==> config.mk <==
export PLATFORM = sky130hd
export DESIGN_NAME = uart_rx
export DESIGN_NICKNAME = d
export VERILOG_FILES = /design/src/rtl/uart_rx.sv
export SDC_FILE = /design/constraint.sdc
export NUM_CORES = 1
export LEC_CHECK = 0
export CAP_MARGIN = 20
export CORE_ASPECT_RATIO = 1.75
export CORE_MARGIN = 5
export CORE_UTILIZATION = 30
export CTS_BUF_LIST = sky130_fd_sc_hd__clkbuf_2 sky130_fd_sc_hd__clkbuf_4 sky130_fd_sc_hd__clkbuf_8
export DETAILED_ROUTE_END_ITERATION = 10
export GPL_ROUTABILITY_DRIVEN = 0
export SYNTH_ARGS = -nofsm -noshare
export SYNTH_HDL_FRONTEND = slang
export SYNTH_SLANG_ARGS = --single-unit
==> constraint.sdc <==
create_clock -name clk -period 2.7 [get_ports clk]
set_input_delay 0.27 -clock clk [delete_from_list [all_inputs] [get_ports clk]]
set_output_delay 0.27 -clock clk [all_outputs]
set_load 0.01 [all_outputs]
==> src/rtl/uart_rx.sv <==
// Purpose: 8N1 UART receiver with a 2-flop input synchronizer, mid-bit sampling and a frame error pulse.
// Latency: valid follows the start edge by about 2 + CLKS_PER_BIT/2 + 9*CLKS_PER_BIT cycles.
// Backpressure: none; the consumer must capture data_out on the valid pulse.
module uart_rx #(
    parameter int CLKS_PER_BIT = 868
) (
    input  logic       clk,
    input  logic       rst,
    input  logic       uart_txd_in,
    output logic [7:0] data_out,
    output logic       valid,
    output logic       frame_err,
    output logic       busy
);

    localparam int CW   = $clog2(CLKS_PER_BIT);
    localparam int HALF = CLKS_PER_BIT / 2;

    typedef enum logic [2:0] {
        IDLE,
        START,
        DATA,
        STOP,
        WAIT_HIGH
    } state_t;

    state_t        state, state_nxt;
    logic [1:0]    sync;
    logic          rx;
    logic [CW-1:0] cnt, cnt_nxt;
    logic [2:0]    idx, idx_nxt;
    logic [7:0]    sh, sh_nxt;
    logic [7:0]    dout_nxt;
    logic          valid_nxt, ferr_nxt;

    assign rx   = sync[1];
    assign busy = (state != IDLE);

    always_ff @(posedge clk) begin
        if (rst) begin
            sync      <= 2'b11;
            state     <= IDLE;
            cnt       <= '0;
            idx       <= '0;
            sh        <= '0;
            data_out  <= '0;
            valid     <= 1'b0;
            frame_err <= 1'b0;
        end else begin
            sync      <= {sync[0], uart_txd_in};
            state     <= state_nxt;
            cnt       <= cnt_nxt;
            idx       <= idx_nxt;
            sh        <= sh_nxt;
            data_out  <= dout_nxt;
            valid     <= valid_nxt;
            frame_err <= ferr_nxt;
        end
    end

    always_comb begin
        state_nxt = state;
        cnt_nxt   = cnt;
        idx_nxt   = idx;
        sh_nxt    = sh;
        dout_nxt  = data_out;
        valid_nxt = 1'b0;
        ferr_nxt  = 1'b0;
        unique case (state)
            IDLE: begin
                if (!rx) begin
                    state_nxt = START;
                    cnt_nxt   = '0;
                end
            end
            START: begin
                // Half a bit in: confirm the start bit at its centre.
                if (cnt == CW'(HALF - 1)) begin
                    cnt_nxt   = '0;
                    idx_nxt   = '0;
                    state_nxt = rx ? IDLE : DATA;
                end else begin
                    cnt_nxt = cnt + 1'b1;
                end
            end
            DATA: begin
                if (cnt == CW'(CLKS_PER_BIT - 1)) begin
                    cnt_nxt     = '0;
                    sh_nxt[idx] = rx;
                    if (idx == 3'd7) begin
                        state_nxt = STOP;
                    end else begin
                        idx_nxt = idx + 1'b1;
                    end
                end else begin
                    cnt_nxt = cnt + 1'b1;
                end
            end
            STOP: begin
                // Leaving at mid stop bit lets an immediately following start bit be seen.
                if (cnt == CW'(CLKS_PER_BIT - 1)) begin
                    cnt_nxt = '0;
                    if (rx) begin
                        dout_nxt  = sh;
                        valid_nxt = 1'b1;
                        state_nxt = IDLE;
                    end else begin
                        ferr_nxt  = 1'b1;
                        state_nxt = WAIT_HIGH;
                    end
                end else begin
                    cnt_nxt = cnt + 1'b1;
                end
            end
            WAIT_HIGH: begin
                if (rx) begin
                    state_nxt = IDLE;
                end
            end
            default: state_nxt = IDLE;
        endcase
    end

endmodule

# After elaboration in Yosys (flattened, before gate mapping)
# Cells that the tools add are included.
# word_totals
n_memories,0
output_inout_bits,11
latchBits,0
ff_bits,36
elab_cells,62
rom_bits,0
ramBits,0
inputBits,3
# classes
muxes,22
bitwise_logic,2
n_eq_ne,14
n_mul,0
n_div,0
reduce_logical,12
order_cmp,2
shifts,0
addsub,2
# ops
operator,count
$mux W10,3
$mux W3,10
$pmux W10 S3,1
$pmux W3 S5,1
$ne A2 B2 Y1 const B,7
$add A10 B1 Y10 const B,1
$eq A10 B10 Y1 const B,1
$eq A10 B9 Y1 const B,1
$bwmux W8,1
$eq A3 B2 Y1 const B,2
$eq A3 B3 Y1 const B,2
$pmux W3 S2,1
$reduce_and A6 Y1,1
$reduce_bool A3 Y1,2
$lt A3 B4 Y1 const B,1
$reduce_and A2 Y1,2
$reduce_and A4 Y1,1
$add A3 B1 Y3 const B,1
$demux W1 S3,1
$eq A3 B1 Y1 const B,1
$ge A3 B1 Y1 const B,1
$logic_not A3 Y1,1
$mux W1,3
$reduce_and A3 Y1,1
6 further kinds,7

# Depth between registers and ports, before layout
# Gate-level depths: netlist of the first run.
# depth
ltp_word,5
ltp_mapped,7
depth_no_buf,7

# Least setup slack after synthesis of the first run
# No wires, ideal clock.
# synth_path
path_type,register to register
start,register cnt[0]
end,register data_out[2]
t_arrival_ns,1.953
n_path_buf,1
setup_time_ns,0.128
stages_incl_launch_ff,8
required_time_ns,2.572
slack_ns,0.620
cell_sequence,dfxtp_1 > ha_1 > nand2b_1 > or4_4 > buf_6 > nor3_4 > mux2i_1 > nor2_1
# synth_via
elab_chain_len,2
# synth_rtl
element,line,source
from (decl),30,"logic [CW-1:0] cnt, cnt_nxt;"
from (signal assigned),52,cnt <= cnt_nxt;
$eq A10 B10 Y1,101,if (cnt == CW'(CLKS_PER_BIT - 1)) begin
$reduce_and A3 Y1 (no source line),-,
to (signal assigned),55,data_out <= dout_nxt;
to (decl),10,"output logic [7:0] data_out,"
# No other way between the ends.
# A chain may end at the register's enable or synchronous reset.

# Worst setup path in the final report of the first run
# layout_path
start,register cnt[0]
end,register data_out[1]
# The elaborated chain is that of the path after synthesis.

==> impl_results.md, run 1 <==
- Status: finished clean
- RSZ-0062 raised after global routing: false
- Setup violators final: 0
- P_leak: about 0.7 nW
- Distinct cells, synth: 37
- FF+latch count, synth: 36
- Crit path to: data_out[1]
- Core area: 5790 µm²
- Die Y: between 100 and 150 µm
- Total power: around 1.3 mW
- Rel. slew slack: 0.470
- Vias: between 1000 and 1500
- I/O pin total: 14
- CP Capture Type: flip-flop
- Clock skew: 0.00523 ns
- Diode count: 0
- Die W: between 60 and 70 µm
- Number of hold buffers added after cts: 0
- All-Layer GR Usage: 0.109
- Initial Util: 0.304
- CTS tree: yes
- Sink Count: 36
- Gates resized, CTS repair: 0
- Worst R2R Path Depth: 6
- CTS Buf Count: 5
- Avg Inst Size Synth: roughly 8.9 µm²
- Crit share post-route: 0.830
- Final core occ: 0.362
- Final hold slack: roughly 0.42 ns
- Startpoint class of the critical path: flip-flop
- Area share of the largest cell type after synthesis: 0.409
- Share of cells above drive strength 1: 0.112
- Worst R2R End: data_out[1]
- # rows: 37
- HPWL after detailed placement: roughly 2.6 mm
- Maximum clock path buffer count: 2
- Worst r2r src: cnt[0]
- Number of flops mapped to enable cells by yosys: 0
- Min-delay worst type: flip-flop to flip-flop
- Ys Warns: 0
- Power Internal: about 0.92 mW
- Sw Share: 0.286
- Iter 0 DRT Violations: 52
- Drt total wl: approximately 3.6 mm
- Cell taking the most area after synthesis: dfxtp_1
- Cell area power density: between 600 and 700 nW/µm²
- Final Slew Violations: 0
- Overflow after GRT: 0
- Initial antenna violation count: 0
- Net switching power: roughly 0.37 mW
- Wire length per cell: about 12 µm
- CP Max Fanout: 11
- Worst VDD drop: between 200 and 300 µV
- Maximum clock rate: 446 MHz
- Clock power frac: 0.363
- Crit path kind: flip-flop to flip-flop
- Synth Instances: a little under 200
- Total of max-cap violations: 0
- DRT Pass-1 Iters: 4
- Synth top cells by count: dfxtp_1 (36), nor2_1 (26), mux2i_1 (19), nand2_1 (15)
- Post-CTS Setup Repair Bufs: 0
- Seq/Total Area, Yosys: 0.409
- Clk_lat worst skew: between 0.2 and 0.3 ns
- Worst-path clk slew: about 0.070 ns
- Async SR Flop Fraction: 0
- Min-delay src: sync[0]
- Setup slack, reg-to-reg: roughly 0.46 ns
- DRC viols: 0
- Drt via density: just under 5
- CP Data Required Time: 2.85 ns
- I/O Buffers: 13
- Logic gate share of total power: 0.188
- Nets: 222
- Worst-margin pin slew: just under 0.8 ns
- Worst EP arrival: roughly 2.4 ns
- First-pass GRT wire length: around 6.5 mm
- Die area: approximately 7600 µm²
- Setup TNS: 0 ns
- Antenna Nets Post-Route: 0
- Flop pwr share: 0.448
- Mapped cell area: ~1800 µm²
- Synth Flop Type: dfxtp_1
- Area growth, synth to finish: 19.0%
- Pin count of the biggest net entering global routing: 20
- Dominant cells by area after synthesis: dfxtp_1 (41%), mux2i_1 (11%), nor2_1 (5.5%)
- CTS H-tree depth: 2
- Syn_nets: roughly 210
- CP startpoint: cnt[0]
- Clock root cell: clkbuf_8
- Final hold vios: 0
- Post-route minimum period: ~2.2 ns
- Vias in the first global route: 1408
- Most frequent cell after synthesis: dfxtp_1
## layer usage
metal / up-vias / routed length (µm) / global-route usage
li1: 736 / - / -
met5: - / 0 / 0
met3: 5 / 101 / 0.0222
met4: 0 / 83 / 0.0518
met2: 24 / 1830 / 0.172
met1: 671 / 1600 / 0.139
## worst max-delay path, cell delays in order, from the launching register on
cell	delay, ns
dfxtp_1	0.43
ha_1	0.19
nand2b_1	0.09
or4_4	0.62
nor3_4	0.49
mux2i_1	0.24
nor2_1	0.05
## cells by family (layout without fill, tap and decap cells)
group | after synthesis | after routing | synth area share
muxes | 21 | 21 | 0.121
DFF | 36 | 36 | 0.409
AOI/OAI and AO/OA | 26 | 26 | 0.104
and+or+nand+nor | 97 | 97 | 0.299
buffers and inverters | 12 | 30 | 0.0320
adders and majority gates | 5 | 5 | 0.0355
## cells in the final DEF (no fill, tap or decap), drive strengths merged, types with 6 or more instances in the layout
cell type	Yosys	layout
nand2b	10	10
nor2b	6	6
nor4	7	7
nand3	10	10
dfxtp	36	36
a21oi	10	10
a31oi	6	6
nand2	15	15
clkdlybuf4s50	0	13
nor2	26	26
mux2i	19	19
## flip-flops by register name, summed over array words and instances (netlist names)
| register | cells |
|---|---|
| frame_err | 1 |
| state | 3 |
| sh | 8 |
| sync | 2 |
| idx | 3 |
| cnt | 10 |
| data_out | 8 |
| valid | 1 |
## worst min-delay path by stage
stage | to | slack (ns) | depth (start not counted)
finish | sync[1] | 0.42 | 1
global route | sync[1] | 0.42 | 1
CTS | sync[1] | 0.42 | 1
detailed placement | sync[1] | 0.40 | 1
global placement | sync[1] | 0.40 | 1
floorplan | sync[0] | 0.37 | 1
## power groups by stage
stage	logic, mW	registers (mW)	clock network (mW)
floorplan	0.199	0.571	0
global placement	0.247	0.590	0
detailed placement	0.245	0.591	0
CTS	0.245	0.579	0.484
global route	0.271	0.583	0.507
finish	0.243	0.579	0.469
## through the flow
step | instances | cell area [µm²] | worst slack [ns]
global route | 293 | 2100 | 0.312
detailed placement | 285 | 1990 | 0.461
CTS | 293 | 2100 | 0.439
finish | 293 | 2100 | 0.459
global placement | 285 | 1990 | 0.531
floorplan | 197 | 1760 | 0.620
## area by class of cell
type / count / area [µm²]
repair buffers: 18 / 168
fillers: 605 / 3690
inverters: 4 / 15.0
multi-input cells: 149 / 985
well taps: 78 / 97.6
clock inverters: 3 / 42.5
clock buffers: 5 / 68.8
flip-flops and latches: 36 / 721
No activity file was read; power rests on OpenSTA's default activity.
==> run 2: changes to the inputs <==
==> constraint.sdc (replaced) <==
create_clock -name clk -period 2.2 [get_ports clk]
set_input_delay 0.22 -clock clk [delete_from_list [all_inputs] [get_ports clk]]
set_output_delay 0.22 -clock clk [all_outputs]
set_load 0.01 [all_outputs]
==> impl_results.md, run 2 (synthesized netlist as in run 1, its figures left out) <==
- Min-delay worst type: flip-flop to flip-flop
- CTS Buf Count: 5 (unchanged)
- HPWL after detailed placement: 2.64 mm (+3.2%)
- Commonest non-fill, non-tap cell in the layout: dfxtp_1
- Min-delay src: sync[0]
- All-Layer GR Usage: 0.110 (+0.000311)
- Die Y: 111 µm (unchanged)
- Maximum clock path buffer count: 2 (unchanged)
- Logic gate share of total power: 0.244 (+0.056)
- Diode count: 0 (unchanged)
- Overflow after GRT: 0 (unchanged)
- CTS tree: yes
- Setup TNS: 0 ns (unchanged)
- Initial Util: 0.304 (unchanged)
- Status: finished clean
- Vias in the first global route: 1402 (-0.43%)
- Clock skew: 0.0100 ns (+0.00479 ns)
- CP Capture Type: flip-flop
- Worst-path clk slew: 0.08 ns (about the same)
- Worst r2r src: cnt[1]
- Worst-margin pin slew: 0.372 ns (-0.421 ns)
- Initial antenna violation count: 0 (unchanged)
- # rows: 37 (unchanged)
- Setup violators final: 0 (unchanged)
- Worst EP arrival: 2.25 ns (-0.15 ns)
- Highest-count cells in the layout ignoring fill and taps: dfxtp_1 (36), nor2_1 (26), mux2i_1 (19), nand2_1 (15), clkdlybuf4s50_1 (13)
- Post-Place Cells: 293 (+2.8%)
- Pin count of the biggest net entering global routing: 40 (+100%)
- Startpoint class of the critical path: flip-flop
- Antenna Nets Post-Route: 0 (unchanged)
- Final core occ: 0.378 (+0.0156)
- Sink Count: 36 (unchanged)
- Largest regs: cnt (10), data_out (8), sh (8)
- CTS H-tree depth: 2 (unchanged)
- Number of hold buffers added after cts: 0 (unchanged)
- First-pass GRT wire length: 6.58 mm (+0.52%)
- Clk_lat worst skew: 0.28 ns (about the same)
- Core area: 5790 µm² (unchanged)
- Maximum clock rate: 484 MHz (+8.4%)
- Wire length per cell: 12.5 µm (+1.7%)
- Sw Share: 0.287 (+0.000464)
- Top reg by flops: cnt
- Final cell count without fillers: 301 (+2.7%)
- Cell area power density: 761 nW/µm² (+24%)
- Vias: 1457 (+1.5%)
- DRC viols: 0 (unchanged)
- Net switching power: 0.477 mW (+29%)
- Area growth, synth to finish: 24.1%
- Flop pwr share: 0.411 (-0.037)
- Drt via density: 4.84 (-1.2%)
- Drt total wl: 3.77 mm (+4.5%)
- Rel. slew slack: 0.749 (+0.279)
- Crit path kind: flip-flop to flip-flop
- Post-route minimum period: 2.07 ns (-0.174 ns)
- Clock power frac: 0.345 (-0.018)
- CP Data Required Time: 2.38 ns (-0.47 ns)
- Total of max-cap violations: 0 (unchanged)
- Crit share post-route: 0.940 (+0.110)
- CP startpoint: cnt[1]
- Worst VDD drop: 412 µV (+45%)
- Final hold vios: 0 (unchanged)
- DRT Pass-1 Iters: 4 (unchanged)
- Total power: 1.66 mW (+29%)
- P_leak: 0.765 nW (+6.8%)
- Iter 0 DRT Violations: 44 (-15%)
- I/O pin total: 14 (unchanged)
- Die area: 7560 µm² (unchanged)
- Power Internal: 1.19 mW (+29%)
- CP Max Fanout: 11 (unchanged)
- Clock root cell: clkbuf_8
- Final Slew Violations: 0 (unchanged)
- Share of cells above drive strength 1: 0.148 (+0.0364)
- I/O Buffers: 13 (unchanged)
- Nets: 230 (+3.6%)
- Number of flip-flops in the largest register: 10 (unchanged)
- Die W: 67.9 µm (unchanged)
==> run 2: changes by cell type in the layout (fill, tap and decap cells not counted) <==
cell	previous run	this run
o221ai_2	0	1
buf_12	0	1
o221ai_1	1	0
a221oi_4	0	1
buf_4	5	12
a221oi_2	1	0
==> run 2: final timing paths <==
path | endpoint | slack, ns | cells past startpoint
max | data_out[2] | 0.13 | 7
min | sync[1] | 0.41 | 1
max reg2reg | data_out[2] | 0.13 | 7
min reg2reg | sync[1] | 0.41 | 1
==> run 2: final cells by class <==
type                            count  area, µm²
Multi-Input combinational cell    149       1000
Tap cell                           78       97.6
Timing Repair Buffer               26        240
Clock buffer                        5       68.8
Inverter                            4       15.0
Fill cell                         588       3600
Sequential cell                    36        721
Clock inverter                      3       42.5
==> run 2: layer usage <==
layer  global-route usage  up-vias  wire length (µm)
met5                    0        -                 0
met4               0.0518        0                72
met3               0.0232        4                85
met2                0.177       14              1950
met1                0.135      691              1670
li1                     -      748                 -
==> run 2: per-stage QoR <==
step | hold slack (ns) | worst slack [ns] | cell area, µm²
6_report | 0.412 | 0.132 | 2190
5_1_grt | 0.427 | -0.00155 | 2190
2_1_floorplan | 0.324 | 0.120 | 1760
3_3_place_gp | 0.400 | 0.156 | 2060
4_1_cts | 0.418 | 0.0673 | 2170
3_5_place_dp | 0.402 | 0.0778 | 2060
==> run 2: worst max-delay path, cell delays in order (launching register included) <==
cell      delay, ns
dfxtp_1        0.40
ha_1           0.18
nand2b_1       0.09
or4_4          0.63
nor3_4         0.18
buf_4          0.21
mux2i_1        0.22
nor2_1         0.05
==> run 2: power groups by stage <==
| stage | Sequential, mW | Combinational [mW] | Clock, mW |
|---|---|---|---|
| 2_1_floorplan | 0.700 | 0.244 | 0 |
| 3_3_place_gp | 0.698 | 0.387 | 0 |
| 3_5_place_dp | 0.699 | 0.384 | 0 |
| 4_1_cts | 0.684 | 0.388 | 0.596 |
| 5_1_grt | 0.686 | 0.448 | 0.613 |
| 6_report | 0.684 | 0.405 | 0.574 |
==> run 2: repair_timing <==
action | in CTS | in global routing
buffers inserted | 0 | 0
hold endpoints to repair | 0 | 0
setup endpoints to repair | 0 | 5
gates resized for setup | 0 | 2
==> patch: new RTL, flow settings as in run 2 <==
`CLKS_PER_BIT`: 868 -> 1736.
--- a/src/rtl/uart_rx.sv
+++ b/src/rtl/uart_rx.sv
@@ -2,7 +2,7 @@
 // Latency: valid follows the start edge by about 2 + CLKS_PER_BIT/2 + 9*CLKS_PER_BIT cycles.
 // Backpressure: none; the consumer must capture data_out on the valid pulse.
 module uart_rx #(
-    parameter int CLKS_PER_BIT = 868
+    parameter int CLKS_PER_BIT = 1736
 ) (
     input  logic       clk,
     input  logic       rst,
Formal check against the unedited RTL: same outputs for any inputs over 10 cycles, from zero or initial values and one cycle with rst high; that may be too few to reach the edited logic, so the function may still have changed.
==> patch against run 2 <==
  * Fmax is 1.7% higher
  * Wire length grew 13%
  * Sequential cell count grew 1
  * Via count increased by 6.7%
  * Cell count is 0.33% higher
  * Core utilization is 1.1 points lower
  * Setup slack improved by 35 ps
  * Global-route usage rose by 0.22 points
  * Cell area is 3.7% higher
  * Count of clock-buffer cells in the layout grew 2
  * Area after synthesis is 8.1% higher
Power is not compared: it rests on default switching activity, and its combinational part moved more than twofold at a synthesized area within 25%.
==> patch: results (changes against run 2) <==
Run status
  • Status: finished clean

Placement
  • Dpl cells: 294 (+0.34%)
  • HPWL after DPL: 3020 um (+14%)
  • Placed inst area: 2170 um2 (+5.2%)
  • Placement Setup Slack: 242 ps (+164 ps)

Worst setup path
  • Reg2Reg Depth: 4 (-3)
  • Worst r2r dst: sh[3]
  • CP Max Fanout: 19 (+8)
  • Internal reg-to-reg setup slack: 230 ps (+100 ps)
  • Worst r2r src: cnt[9]

Synthesis
  • Synth Area in XOR/XNOR: 0.00920 (+0.00920)
  • Synth Area in Adders: 0.0197 (-0.0158)
  • Synth Area in Compound Gates: 0.123 (+0.0192)
  • Sequential fraction of the synthesis area: 0.389 (-0.0201)
  • Synth area leaders: dfxtp_1, mux2i_1, nand2b_1
  • Mux cell area share after synthesis: 0.110 (-0.0104)
  • Synth cell types: 44 (+19%)
  • Commonest cells post-synth: dfxtp_1, mux2i_1, nor2_1, nand2b_1, nor3_1

Finish
  • Multi-input logic area: 1050 um2 (+5.2%)
  • Filler cell count in the final layout: 644 (+9.5%)
  • Layout cell share with drive strength beyond 1: 0.140 (-0.00834)

Drt
  • DRT iter0 DRCs: 94 (+110%)
  • Vias: 1,554 (+6.7%)
  • Drt wl/cell: 14.1 um (+12%)
  • Total Wirelength: 4250 um (+13%)

Global route
  • Largest net degree at the start of global routing: 47 (+18%)
  • All-Layer GR Usage: 0.112 (+0.00217)

STA
  • Worst slew pin tran: 491 ps (+119 ps)
  • Clock skew: 8.88 ps (-1.14 ps)
-- patch: cell count changes after synthesis, sizes merged, moves of 5 or more --
cell and delta:
nand2 -14, nand2b +5, a31oi -6, o32ai +8
nor3 +5, nand3 -5, buf +5, nor2 -9
-- patch: layer usage --
layer / vias to the layer above / GRT usage / share of wire / wire length [um]
met5: - / 0 / 0 / 0
met4: 0 / 0.0409 / 0.022 / 95
met3: 8 / 0.0227 / 0.034 / 146
met2: 31 / 0.218 / 0.56 / 2380
met1: 732 / 0.114 / 0.38 / 1630
li1: 783 / - / - / -
-- patch: kinds of logic after synthesis --
family          count (synthesis)
flops                          37
compound gates                 32
buf+inv                        25
fa+ha+maj                       3
mux                            21
xor+xnor                        2
simple gates                   85
-- patch: final cells by class --
type | count | share of cell area
multi-input cells | 143 | 0.465
flip-flops and latches | 37 | 0.327
repair buffers | 26 | 0.106
well taps | 80 | 0.0442
clock buffers | 7 | 0.0425
inverters | 8 | 0.0132
clock inverters | 1 | 0.00221
-- patch: power breakdown --
part           switching (mW)  internal [mW]  total [mW]
Sequential            0.00291          0.672       0.675
Combinational          0.0306         0.0235      0.0542
Clock                   0.242          0.283       0.525
-- patch: how the worst max path moves through the flow --
stage	startpoint	end	slack [ps]	cells past startpoint
floorplan	cnt[3]	sh[2]	300	5
global placement	cnt[3]	sh[3]	260	4
detailed placement	cnt[9]	sh[2]	240	4
CTS	state[2]	busy	150	3
global route	cnt[0]	state[0]	80	6
finish	state[2]	busy	170	3
-- patch: critical path, cell delays in order (launching register included) --
cell and delay (ps):
dfxtp_1 320, buf_4 200, or3_2 510, clkdlybuf4s50_1 500
